## src/rtl/lc3_datapath_p.sv

```systemverilog
// lc3_datapath_p: LC-3-style datapath with a memory request/ready handshake.
//
// Holds the PC/IR/MAR/MDR registers, an NREGS-entry register file, the ALU, the
// address adder and the NZP condition codes. All sources meet on one shared bus,
// selected by one-hot gate enables. A small IDLE/REQ/DONE FSM runs one memory
// access at a time. MAR and MDR are frozen while an access is in flight.
//
// Ports:
//   Clk, Reset_al                     clock (rising edge), async active-low reset
//   LD_PC/IR/MAR/MDR/REG/CC           register load enables
//   GateALU/PC/MARMUX/MDR             bus drive enables (one-hot expected)
//   PCMUX, ADDR1MUX, ADDR2MUX, SR2MUX mux selects
//   ALUK                              ALU op: ADD, AND, NOT A, PASS A
//   DR, SR1, SR2                      register-file write / read addresses
//   Mem_Start, Mem_WE                 start an access (write when Mem_WE=1)
//   Mem_Rdy, Mem_RData                memory completion strobe and read data
//   Mem_Req, Mem_Wr, Mem_Addr,
//   Mem_WData, Mem_Busy, Mem_Done     memory-side handshake outputs
//   IR, PC, MAR, MDR, NZP             architectural state
//   Bus_Err                           sticky flag: bus contention seen
module lc3_datapath_p #(
  parameter int unsigned WIDTH    = 16,
  parameter int unsigned NREGS    = 8,
  parameter logic [15:0] RESET_PC = 16'h0,
  localparam int unsigned RW      = (NREGS > 1) ? $clog2(NREGS) : 1
) (
  input  logic             Clk,
  input  logic             Reset_al,
  input  logic             LD_PC,
  input  logic             LD_IR,
  input  logic             LD_MAR,
  input  logic             LD_MDR,
  input  logic             LD_REG,
  input  logic             LD_CC,
  input  logic             GateALU,
  input  logic             GatePC,
  input  logic             GateMARMUX,
  input  logic             GateMDR,
  input  logic [1:0]       PCMUX,
  input  logic             ADDR1MUX,
  input  logic [1:0]       ADDR2MUX,
  input  logic             SR2MUX,
  input  logic [1:0]       ALUK,
  input  logic [RW-1:0]    DR,
  input  logic [RW-1:0]    SR1,
  input  logic [RW-1:0]    SR2,
  input  logic             Mem_Start,
  input  logic             Mem_WE,
  input  logic             Mem_Rdy,
  input  logic [WIDTH-1:0] Mem_RData,
  output logic             Mem_Req,
  output logic             Mem_Wr,
  output logic [WIDTH-1:0] Mem_Addr,
  output logic [WIDTH-1:0] Mem_WData,
  output logic             Mem_Busy,
  output logic             Mem_Done,
  output logic [WIDTH-1:0] IR,
  output logic [WIDTH-1:0] PC,
  output logic [WIDTH-1:0] MAR,
  output logic [WIDTH-1:0] MDR,
  output logic [2:0]       NZP,
  output logic             Bus_Err
);

  typedef enum logic [1:0] {StIdle, StReq, StDone} mem_st_e;

  // NREGS widened by one bit so the range check also works for power-of-2 sizes.
  localparam logic [RW:0] NRegsW = (RW + 1)'(NREGS);
  localparam logic [WIDTH-1:0] One = {{(WIDTH - 1){1'b0}}, 1'b1};

  mem_st_e          mem_st_q, mem_st_d;
  logic             mem_wr_q, mem_wr_d;
  logic [WIDTH-1:0] pc_q, pc_d;
  logic [WIDTH-1:0] ir_q, ir_d;
  logic [WIDTH-1:0] mar_q, mar_d;
  logic [WIDTH-1:0] mdr_q, mdr_d;
  logic [2:0]       nzp_q, nzp_d;
  logic             bus_err_q;
  logic [WIDTH-1:0] regs_q [NREGS];

  logic [WIDTH-1:0] bus;
  logic [WIDTH-1:0] sr1_out, sr2_out;
  logic [WIDTH-1:0] alu_b, alu_out;
  logic [WIDTH-1:0] addr1, addr2, adder_out;
  logic [WIDTH-1:0] pc_inc;
  logic [WIDTH-1:0] imm5, off6, off9, off11;
  logic [3:0]       gates;
  logic             multi_gate;
  logic             sr1_ok, sr2_ok, dr_ok;
  logic             mem_busy;
  logic             rd_complete;

  // Sign-extended IR fields
  assign imm5  = {{(WIDTH - 5){ir_q[4]}},   ir_q[4:0]};
  assign off6  = {{(WIDTH - 6){ir_q[5]}},   ir_q[5:0]};
  assign off9  = {{(WIDTH - 9){ir_q[8]}},   ir_q[8:0]};
  assign off11 = {{(WIDTH - 11){ir_q[10]}}, ir_q[10:0]};

  // Register-file reads are combinational; out-of-range addresses read as zero.
  assign sr1_ok  = {1'b0, SR1} < NRegsW;
  assign sr2_ok  = {1'b0, SR2} < NRegsW;
  assign dr_ok   = {1'b0, DR}  < NRegsW;
  assign sr1_out = sr1_ok ? regs_q[SR1] : '0;
  assign sr2_out = sr2_ok ? regs_q[SR2] : '0;

  // ALU
  assign alu_b = SR2MUX ? imm5 : sr2_out;
  always_comb begin
    alu_out = '0;
    case (ALUK)
      2'b00:   alu_out = sr1_out + alu_b;
      2'b01:   alu_out = sr1_out & alu_b;
      2'b10:   alu_out = ~sr1_out;
      default: alu_out = sr1_out;
    endcase
  end

  // Address adder
  assign addr1 = ADDR1MUX ? sr1_out : pc_q;
  always_comb begin
    addr2 = '0;
    case (ADDR2MUX)
      2'b00:   addr2 = '0;
      2'b01:   addr2 = off6;
      2'b10:   addr2 = off9;
      default: addr2 = off11;
    endcase
  end
  assign adder_out = addr1 + addr2;
  assign pc_inc    = pc_q + One;

  // Bus: a lone gate drives its source; none or several drive zero.
  assign gates      = {GateALU, GatePC, GateMARMUX, GateMDR};
  assign multi_gate = (gates & (gates - 4'd1)) != 4'd0;
  always_comb begin
    bus = '0;
    unique case (gates)
      4'b1000: bus = alu_out;
      4'b0100: bus = pc_q;
      4'b0010: bus = adder_out;
      4'b0001: bus = mdr_q;
      default: bus = '0;
    endcase
  end

  // Memory handshake FSM
  assign mem_busy    = mem_st_q != StIdle;
  assign rd_complete = (mem_st_q == StReq) && Mem_Rdy && !mem_wr_q;

  always_comb begin
    mem_st_d = mem_st_q;
    mem_wr_d = mem_wr_q;
    case (mem_st_q)
      StIdle: begin
        if (Mem_Start) begin
          mem_st_d = StReq;
          mem_wr_d = Mem_WE;
        end
      end
      StReq: begin
        if (Mem_Rdy) mem_st_d = StDone;
      end
      StDone: begin
        mem_st_d = StIdle;
        mem_wr_d = 1'b0;
      end
      default: begin
        mem_st_d = StIdle;
        mem_wr_d = 1'b0;
      end
    endcase
  end

  // Architectural register next state
  always_comb begin
    pc_d  = pc_q;
    ir_d  = ir_q;
    mar_d = mar_q;
    mdr_d = mdr_q;
    nzp_d = nzp_q;

    if (LD_PC) begin
      case (PCMUX)
        2'b00:   pc_d = pc_inc;
        2'b01:   pc_d = bus;
        2'b10:   pc_d = adder_out;
        default: pc_d = pc_q;
      endcase
    end

    if (LD_IR) ir_d = bus;

    // Address and data stay frozen while an access is in flight.
    if (LD_MAR && !mem_busy) mar_d = bus;

    if (rd_complete) begin
      mdr_d = Mem_RData;
    end else if (LD_MDR && !mem_busy) begin
      mdr_d = bus;
    end

    if (LD_CC) begin
      if (bus[WIDTH-1])    nzp_d = 3'b100;
      else if (bus == '0)  nzp_d = 3'b010;
      else                 nzp_d = 3'b001;
    end
  end

  always_ff @(posedge Clk or negedge Reset_al) begin
    if (!Reset_al) begin
      mem_st_q  <= StIdle;
      mem_wr_q  <= 1'b0;
      pc_q      <= WIDTH'(RESET_PC);
      ir_q      <= '0;
      mar_q     <= '0;
      mdr_q     <= '0;
      nzp_q     <= 3'b010;
      bus_err_q <= 1'b0;
    end else begin
      mem_st_q  <= mem_st_d;
      mem_wr_q  <= mem_wr_d;
      pc_q      <= pc_d;
      ir_q      <= ir_d;
      mar_q     <= mar_d;
      mdr_q     <= mdr_d;
      nzp_q     <= nzp_d;
      bus_err_q <= bus_err_q | multi_gate;
    end
  end

  // Register file; no write bypass, so a same-cycle read sees the old value.
  always_ff @(posedge Clk or negedge Reset_al) begin
    if (!Reset_al) begin
      for (int i = 0; i < int'(NREGS); i++) regs_q[i] <= '0;
    end else if (LD_REG && dr_ok) begin
      regs_q[DR] <= bus;
    end
  end

  assign Mem_Req   = mem_st_q == StReq;
  assign Mem_Wr    = mem_wr_q;
  assign Mem_Addr  = mar_q;
  assign Mem_WData = mdr_q;
  assign Mem_Busy  = mem_busy;
  assign Mem_Done  = mem_st_q == StDone;
  assign IR        = ir_q;
  assign PC        = pc_q;
  assign MAR       = mar_q;
  assign MDR       = mdr_q;
  assign NZP       = nzp_q;
  assign Bus_Err   = bus_err_q;

endmodule

```

## config.mk

```make
export PLATFORM = sky130hd
export DESIGN_NAME = lc3_datapath_p
export DESIGN_NICKNAME = d
export VERILOG_FILES = /design/src/rtl/lc3_datapath_p.sv
export SDC_FILE = /design/constraint.sdc
export NUM_CORES = 1
export LEC_CHECK = 0
export BUFFER_PORTS_ARGS = -buffer_cell sky130_fd_sc_hd__buf_4
export CAP_MARGIN = 25
export CORE_ASPECT_RATIO = 1.25
export CORE_MARGIN = 8
export CORE_UTILIZATION = 54
export CTS_CLUSTER_SIZE = 16
export DETAILED_ROUTE_END_ITERATION = 7
export PLACE_DENSITY_LB_ADDON = 0.1
export SLEW_MARGIN = 20
export SYNTH_ARGS = -nofsm -noshare
export SYNTH_HDL_FRONTEND = slang
export SYNTH_SLANG_ARGS = --single-unit
```

## constraint.sdc

```tcl
create_clock -name Clk -period 3.9 [get_ports Clk]
set_clock_uncertainty 0.05 [all_clocks]
set_input_delay 0.585 -clock Clk [delete_from_list [all_inputs] [get_ports Clk]]
set_output_delay 0.585 -clock Clk [all_outputs]
set_load 0.05 [all_outputs]
```

==> reports/qor.txt <==
RR Startpoint: regs_q[0]$_DFFE_PN0P_
Final Wtd Congestion: 0.965
Synth Area in Compound Gates: 20.5%
F_max: 258 MHz
Clk sinks: 199
Yosys warning count: 0
Leak: 7.49 nW
Buf/Inv on CP: 3
Critical path arrival: 4.15 ns
Antenna cells: 0
NetSw: 4.36 mW
Worst endpoint required time: 4.18 ns
Ports: 152
Rows: 63
Fraction of synthesized cell area in xor and xnor cells: 1.41%
Cell Area, Placed: 15,500 µm²
Crit end category: register
Nets: 1,727
Worst setup SP type: register
Residual DRC: 0
CP max-delay cell: mux4_2
Layout cells sized above 1: 32.9%
Cell area after layout: 16,500 µm²
Least-Margin Pin Slew: 0.911 ns
Initial DRC Count: 858
RSZ-0062 raised after global routing: true
Routed WL: 42.4 mm
Sw frac: 44.3%
Worst skew pair latency: 0.45 ns
Die height: 190 µm
Top FF cell, synth: dfrtp_1
Combinational share of power: 51.2%
Synthesis-stage register bit count: 199
EDFF count, synth: 0
DR vias/cell: 6.05
First-pass GRT wire length: 66.4 mm
Adder-cell share of the synthesized area: 3.74%
Via count: 12,000
Post-synthesis mux area share: 14.3%
Final worst setup slack: 0.0278 ns
Largest delay share family, worst path: multiplexers
Post-place setup slack: -0.646 ns
Pwr per Cell Area: 595 nW/µm²
Min-Delay Path Class: in2async
Setup TNS: 0 ns
Crit path cell chain: mux4_2 > mux2i_4 > buf_6 > inv_2 > ha_4 > fa_2 > a211o_1 > and2_4 > and3_4 > o41ai_4 > a21oi_2 > mux2_4 > a31oi_4 > buf_6 > nand2b_4 > a21oi_2
Grt total ovfl: 0
Main combinational cell family by area after synthesis: compound AO/OA/AOI/OAI gates
IO Port Bufs: 151
CTS tree: done
Hold Vio Cnt, Final: 0
Critical path peak fanout: 4
Simple-Gate Fraction of Synth Area: 15.6%
Die area: 29,400 µm²
Clk buf depth: 2
Largest net degree at the start of global routing: 68
Max Cap Viol: 0
Iteration count of the initial detailed-routing pass: 5
Total number of H-tree levels: 4
Tot GR Track Use: 29.0%
Post-synth ARST share: 100%
Final min period: 3.87 ns
Top sig layer: met4
Critical path class: reg2reg
Clock Power Share: 17.8%
Clk root buf: clkbuf_16
CP peak stage delay: 0.52 ns
Worst IR Drop VDD: 0.551 mV
Pwr Total: 9.84 mW
Num CTS Buffers: 17
Routed wl met3: 2.48 mm
Vias in the first global route: 12,100
Clk slew on worst S/H paths: 0.07 ns
Area growth syn-to-layout: 26.7%
Sequential-to-total area share from yosys stat: 38.1%
Initial antenna violation count: 0
Setup Viol. Count Final: 0
# hold bufs at CTS: 0
Flop pwr share: 31.0%
Netlist Area Pre-Place: 13,100 µm²
Core ar.: 23,700 µm²
Metal1 wirelength: 16.3 mm
Placed wire-length estimate: 31.5 mm
Yosys cell types: 82
Outcome: completed
Final Max Tran Viols: 0
CP startpoint: regs_q[0]$_DFFE_PN0P_
Internal cell power: 5.49 mW
Synthesized area per cell: 9.32 µm²
Fin crit share: 99.3%
Die width: 155 µm
Max_slew headroom: 39.3%
Final core utilization: 69.7%
WL/cell: 21.4 µm
FF-to-FF setup slack: 0.03 ns
ANT nets after route: 0
Post-synthesis cell count: 1,401
Starting Density: 55.0%
Met2 wire length: 21.6 mm
Net Count, Synth: 1,486
## per-layer routing
metal	track usage [%]	vias to the layer above
li1	-	5565
met1	34.3	5855
met3	4.90	94
met4	14.4	0
met2	50.3	453
met5	0	-
## placed cells by master, fill, tap and decap left out, types with 10 or more instances in the layout
cell type / count
a21oi_2: 21
nand2_1: 114
nor3_1: 14
clkbuf_16: 17
o21a_1: 10
nand2b_1: 13
a21oi_1: 149
dfrtp_1: 198
o21ai_0: 110
buf_4: 337
a21o_1: 11
nor2_1: 171
a211oi_1: 17
mux2i_1: 31
buf_6: 13
nand3_1: 18
ha_1: 32
inv_1: 23
a22oi_1: 27
xnor2_1: 13
mux4_2: 49
nor2b_1: 33
## power groups by stage
stage / registers [mW] / logic (mW) / clock network (mW)
floorplan: 3.67 / 2.60 / 0
global placement: 3.05 / 4.75 / 0
detailed placement: 3.07 / 4.82 / 0
CTS: 3.04 / 4.90 / 1.77
global route: 3.11 / 5.37 / 1.85
finish: 3.05 / 5.04 / 1.75
## final timing paths
path                                              end  cells after the start
worst max-delay path               PC[14]$_DFFE_PN0P_                     16
worst min register to register      Bus_Err$_DFF_PN0_                      1
max in group asynchronous       regs_q[1]$_DFFE_PN0P_                      2
worst max register to register     PC[14]$_DFFE_PN0P_                     16
worst min-delay path               Mem_Wr$_DFFE_PN0P_                      1
min in group Clk                   MDR[9]$_DFFE_PN0P_                      3
## repair_timing
item                                    4_1_cts  5_1_grt
gates cloned                                  1        0
endpoints found under the setup margin       43       89
hold endpoints to repair                      0        0
gates resized for setup                      25       56
buffers inserted                              7        7
pin swaps                                    13       32
## metrics by stage
step / std cells / hold slack [ns]
3_5_place_dp: 1933 / 0.417
4_1_cts: 1971 / 0.0887
5_1_grt: 1978 / 0.0924
3_3_place_gp: 1933 / 0.415
6_report: 1978 / 0.0518
2_1_floorplan: 1401 / 0.239
## registers in the layout, summed over array words and instances (netlist names)
signal and cells:
MDR 16, Mem_Wr 1, IR 16, Bus_Err 1, PC 16, mem_st_q 2
regs_q 128, MAR 16, NZP 3
## logic make-up (layout without fill, tap and decap cells)
kind of cell / count (synthesis) / after routing
muxes: 106 / 106
buffers and inverters: 163 / 415
and+or+nand+nor: 433 / 433
AOI/OAI and AO/OA: 441 / 441
xor gates and xnor gates: 21 / 21
adders and majority gates: 38 / 38
DFF: 199 / 199
## synth_stat cells, drive strengths merged (3+ instances only)
master / n / area, µm²
dfrtp: 198 / 4950
nor2: 174 / 666
a21oi: 170 / 873
o21ai: 127 / 651
nand2: 114 / 428
clkbuf: 82 / 309
mux4: 58 / 1360
buf: 57 / 425
mux2i: 37 / 383
ha: 35 / 438
nor2b: 35 / 219
a22oi: 28 / 210
inv: 24 / 90.1
a211oi: 23 / 173
nand3: 18 / 90.1
nor3: 18 / 90.1
and2: 14 / 90.1
nand2b: 14 / 87.6
xnor2: 14 / 123
a21o: 11 / 82.6
mux2: 11 / 128
o21a: 10 / 75.1
o211ai: 7 / 52.6
xor2: 7 / 61.3
a31oi: 6 / 37.5
and4: 6 / 52.6
o22ai: 6 / 37.5
a221oi: 5 / 43.8
a222oi: 5 / 50.1
and3: 5 / 31.3
nand4: 5 / 31.3
nor3b: 5 / 42.5
or3: 5 / 31.3
a211o: 4 / 35.0
a22o: 4 / 35.0
nand4b: 4 / 35.0
o221a: 4 / 45.0
o311a: 4 / 40.0
a21boi: 3 / 22.5
nand3b: 3 / 22.5
nor4: 3 / 33.8
nor4b: 3 / 32.5
o211a: 3 / 30.0
o21bai: 3 / 22.5
o31ai: 3 / 22.5
## cell type report
cell class	count	area, µm²
inverters	24	90.1
clock inverters	11	125
well taps	325	407
clock buffers	19	433
flip-flops and latches	199	4980
multi-input cells	1039	7630
repair buffers	361	2880
fillers	1865	7180
Power figures use the tool's default switching activity.
